--- src/rtl/pixel_feeder.sv ---
// Frame-buffered pixel feeder: loads a 64-pixel 8x8 frame from the host,
// then serves zero-padded 3-pixel window rows to the image controller on request.
module pixel_feeder #(
  parameter int DW = 8
) (
  input  logic            clk,
  input  logic            rst,
  input  logic            in_valid,
  input  logic [DW-1:0]   in_data,
  output logic            in_ready,
  output logic            en,
  input  logic            busy,
  input  logic [3:0]      x,
  input  logic [3:0]      y,
  input  logic [1:0]      stage,
  input  logic            valid,
  output logic [3*DW-1:0] pix_out,
  output logic            pix_valid
);

  typedef enum logic [1:0] {LOAD, START, SERVE} state_t;

  state_t          state;
  logic [5:0]      cnt;
  logic [DW-1:0]   mem [64];
  logic [4:0]      row_p0;
  logic [3*DW-1:0] win_p0;

  function automatic logic in_range(input logic [4:0] v);
    return (v >= 5'd1) && (v <= 5'd8);
  endfunction

  // Coordinates outside 1..8 (including 0 and 9) read as zero padding.
  function automatic logic [DW-1:0] rd_pix(input logic [4:0] r, input logic [4:0] c);
    logic [4:0] rm1;
    logic [4:0] cm1;
    rm1 = r - 5'd1;
    cm1 = c - 5'd1;
    if (in_range(r) && in_range(c))
      return mem[{rm1[2:0], cm1[2:0]}];
    return '0;
  endfunction

  assign in_ready = (state == LOAD);
  assign en       = (state == START);

  // Stage p0: window row address decode and buffer read
  always_comb begin
    row_p0 = {1'b0, x} + {3'b000, stage} - 5'd1;
    win_p0 = {rd_pix(row_p0, {1'b0, y} - 5'd1),
              rd_pix(row_p0, {1'b0, y}),
              rd_pix(row_p0, {1'b0, y} + 5'd1)};
  end

  // Frame buffer deliberately has no reset so contents persist across frames.
  always_ff @(posedge clk) begin
    if (state == LOAD && in_valid)
      mem[cnt] <= in_data;
  end

  // Stage p1: control FSM and registered window output
  always_ff @(posedge clk or posedge rst) begin
    if (rst) begin
      state     <= LOAD;
      cnt       <= '0;
      pix_valid <= 1'b0;
      pix_out   <= '0;
    end else begin
      case (state)
        LOAD: begin
          pix_valid <= 1'b0;
          if (in_valid) begin
            if (cnt == 6'd63) begin
              state <= START;
              cnt   <= '0;
            end else begin
              cnt <= cnt + 6'd1;
            end
          end
        end
        START: begin
          pix_valid <= 1'b0;
          state     <= SERVE;
        end
        SERVE: begin
          if (valid) begin
            state     <= LOAD;
            cnt       <= '0;
            pix_valid <= 1'b0;
          end else if (busy && stage != 2'd3) begin
            pix_out   <= win_p0;
            pix_valid <= 1'b1;
          end else begin
            pix_valid <= 1'b0;
          end
        end
        default: begin
          state     <= LOAD;
          pix_valid <= 1'b0;
        end
      endcase
    end
  end

endmodule

--- config.mk ---
export PLATFORM = sky130hd
export DESIGN_NAME = pixel_feeder
export DESIGN_NICKNAME = d
export VERILOG_FILES = /design/src/rtl/pixel_feeder.sv
export SDC_FILE = /design/constraint.sdc
export NUM_CORES = 1
export LEC_CHECK = 0
export BUFFER_PORTS_ARGS = -buffer_cell sky130_fd_sc_hd__buf_2
export CORE_AREA = 2 2 204 256
export CTS_BUF_LIST = sky130_fd_sc_hd__clkbuf_16
export CTS_CLUSTER_DIAMETER = 60
export DETAILED_ROUTE_END_ITERATION = 16
export DIE_AREA = 0 0 206 258
export HOLD_SLACK_MARGIN = 0.1
export PLACE_DENSITY_LB_ADDON = 0.1
export SYNTH_ARGS = -nofsm -noshare
export SYNTH_HDL_FRONTEND = slang
export SYNTH_SLANG_ARGS = --single-unit
--- constraint.sdc ---
create_clock -name clk -period 3.1 [get_ports clk]
set_clock_uncertainty 0.15 [all_clocks]
set_input_delay 0.62 -clock clk [delete_from_list [all_inputs] [get_ports clk]]
set_output_delay 0.62 -clock clk [all_outputs]
set_load 0.005 [all_outputs]
==> results.ini <==
[synthesis]
synthesis.yosys.warnings = 0
synth_nets = 1851
synth_enable_flop_cells = 512
post_syn_area_mm2 = 0.0301
ys_seq_area_share_pct = 53.8
yosysMostFrequentCell = edfxtp_1
postSynthRegisterBits = 545
fraction_of_post_synthesis_cell_area_in_the_top_cell_type_by_area_pct = 51.0
yosys-top-cells-count = edfxtp_1, mux4_2, nand2_1
synth_cell_types = 82
synth_largest_area_cell = edfxtp_1
ys.flop_type = edfxtp_1
netlist_top_cells_area = edfxtp_1, mux4_2, mux2i_1
avgSynthCellArea_um2 = 16.6
post_synth_inst_count = 1813
ys_async_sr_fraction_pct = 6.06

[placement]
dp_hpwl_mm = 68.6
portBuffers = 49
worst_slack_placed_ps = -591
gpl_wtd_cong = 0.974

[layout]
syn2layout_area_growth_pct = 17.5
fill_cells = 3365
final_core_utilization_pct = 69.4
finish.net_count = 2161
drive_gt1_share_pct = 40.8

[route]
antenna_nets_post_route = 0
drtPass1Iterations = 6
postRouteWirelength_mm = 96.3
post_drt_wl_per_cell_um = 34.0
detail_route.drc_violations = 0
drt_iter0_drc = 3101
avgViaCountPerCell = 7.28
route.vias.total = 20600

[job]
drv.max_cap_violation_count = 0

[worst_setup_path]
critical-path-top-delay-family = compound AO/OA/AOI/OAI gates
cpPeakStageDelay_ps = 530
worstPathCellList = buf_2, inv_1, ha_4, buf_12, buf_4, mux4_2, mux2i_1, mux2i_1, a22oi_1, o211ai_1, a22o_1
startpoint_type = input port
critical_path_arrival_ps = 3440
path_class = in2reg
critical_path.max_fanout = 28
critPathBufInv = 4
worstSetupEndpointType = flip-flop
worst_path_max_delay_cell = a22oi_1
path_common_cell = mux2i_1
critical_path_required_ps = 3450

[status]
status = finished, final reports clean

[floorplanning]
core_area_mm2 = 0.0510
initial_core_utilization_pct = 59.1
dieWidth_um = 206
die_area_mm2 = 0.0531
cell_row_count = 93
die_h_um = 258
top_level_ports = 50

[grt]
antenna_found_initial = 2
wire_length_of_the_first_global_routing_pass_mm = 140
m2_gr_usage_pct = 56.7
number_of_global_route_vias_before_repair = 20700
grt_start_max_net_pins = 65
track_usage_pct = 37.2
grt-ovfl-total = 0
groute.layer.met3.usage_pct = 10.5
grt_busiest_layer = met2
grt.met1_usage_pct = 50.3

[clocking]
insertion_delay_ps = 620
root_buffer = clkbuf_16
htreeDepth = 2
numClockSinks = 545
clk_path_buf_depth = 3
tritoncts = done
cts-buffers-inserted = 54
clk_pin_slew_worst_paths_ps = 60

[power_and_ir_drop]
power.share.combinational_pct = 24.4
p_leak_uw = 0.0125
switching_power_share_of_the_total_pct = 28.6
cellPowerDensity_mw_per_mm2 = 569
power_frac_clock_pct = 33.5
power.net_switching_uw = 5740
power.ir.vdd_worst_mv = 0.468
p_int_uw = 14400
share_of_power_burned_in_registers_pct = 42.1

[sta]
setup_viol = 0
final.min_clock_period_ps = 3090
timing.final.ws_setup_ps = 5.43
fmax_mhz = 323
slew-limit-headroom_pct = 14.5
timing.final.max_slew_violations = 0
report.final.hold_viol_count = 0
worstMarginPinSlew_ps = 1270
tns_ps = 0
setup_repair_after_global_routing_missed_its_margin = no
min_period_over_period_pct = 99.8

[min_path]
hp-class = in2reg

kinds of logic (layout without fill, tap and decap cells):
family          after synthesis  in the layout  synth area share [%]
mux                         473            473                  31.3
flops                       545            545                  53.8
compound gates              189            189                  4.51
other cells                   0              1                     0
xor+xnor                     13             13                 0.586
fa+ha+maj                    15             15                 0.648
buf+inv                     171            527                  3.36
simple gates                407            407                  5.85
power by group through the flow:
stage / Clock, uW / Sequential [uW] / Combinational, uW
2_1_floorplan: 0 / 8500 / 2810
3_3_place_gp: 0 / 8610 / 4690
3_5_place_dp: 0 / 8620 / 4740
4_1_cts: 6760 / 8460 / 4770
5_1_grt: 7030 / 8490 / 5080
6_report: 6730 / 8480 / 4910
layout by cell type, fill, tap and decap left out, types with 7 or more instances in the layout:
cell       Yosys  routed
mux2_2        14      14
o211ai_1      11      11
mux4_2       361     361
bufinv_16      0       7
a32oi_1       11      11
buf_4         29     310
nand3_1       39      39
buf_2         63      48
nand4_1        8       8
clkinv_2       0      10
nor2b_1        9       7
nand2_1      194     194
inv_1         21      35
mux2i_1       89      89
nor3_1        15      14
a21oi_1       25      25
ha_1          14      10
mux4_1         8       8
and2_1         8       8
edfxtp_1     512     512
a211oi_1      11      10
clkbuf_16      0      57
a31oi_1       18      18
a22oi_1       23      21
dfrtp_1       33      33
nor2_1       108     107
a221oi_1       9       9
clkinv_1       1       8
o21ai_0       19      19
buf_12         3      40
a22o_1         7       7
registers in the layout, summed over array words and instances, names as in the netlist:
register,count
pix_out,24
state,2
cnt,6
mem,512
pix_valid,1
through the flow:
| stage | hold slack [ps] | std cells | instance area, um^2 | power, uW |
|---|---|---|---|---|
| floorplan | 323 | 1813 | 30400 | 11300 |
| global placement | 371 | 2730 | 33500 | 13300 |
| detailed placement | 378 | 2730 | 33500 | 13400 |
| CTS | 222 | 2834 | 35300 | 20000 |
| global route | 248 | 2834 | 35400 | 20600 |
| finish | 253 | 2835 | 35400 | 20100 |
per-layer routing:
layer | part of all wire (%) | vias up
met5 | 0 | -
met4 | 5.5 | 0
met3 | 13 | 293
met2 | 47 | 1549
met1 | 34 | 10600
li1 | - | 8195
final timing paths:
kind	startpoint	endpoint	slack [ps]	depth (start not counted)
min in group asynchronous	rst	cnt[3]	590	3
worst min register to register	pix_out[17]	pix_out[17]	400	1
worst max register to register	mem[15][7]	pix_out[23]	520	5
worst max-delay path	y[1]	pix_out[23]	5	11
worst min-delay path	in_valid	cnt[1]	250	4
max in group asynchronous	rst	pix_out[2]	1490	4
repair_timing:
item                                    4_1_cts  5_1_grt
hold buffers                                  2        0
buffers inserted                              0        0
resized for setup                             0        7
endpoints found under the hold margin        25        0
endpoints found under the setup margin        0        6
cell type report:
cell class	count	area [um^2]	area share [%]
Multi-Input combinational cell	1097	13000	36.8
Tap cell	665	832	2.35
Inverter	24	97.6	0.276
Timing Repair Buffer	401	3400	9.62
Clock buffer	57	1430	4.03
Sequential cell	545	16200	45.8
Antenna cell	1	2.50	0.00707
Clock inverter	45	389	1.10
worst register-to-register path, stage by stage, from the launching register on:
cell and delay, ps:
edfxtp_1 420, mux4_2 500, mux4_2 540, a22oi_1 470, o211ai_1 170, a22o_1 230
Power figures use the tool's default switching activity.
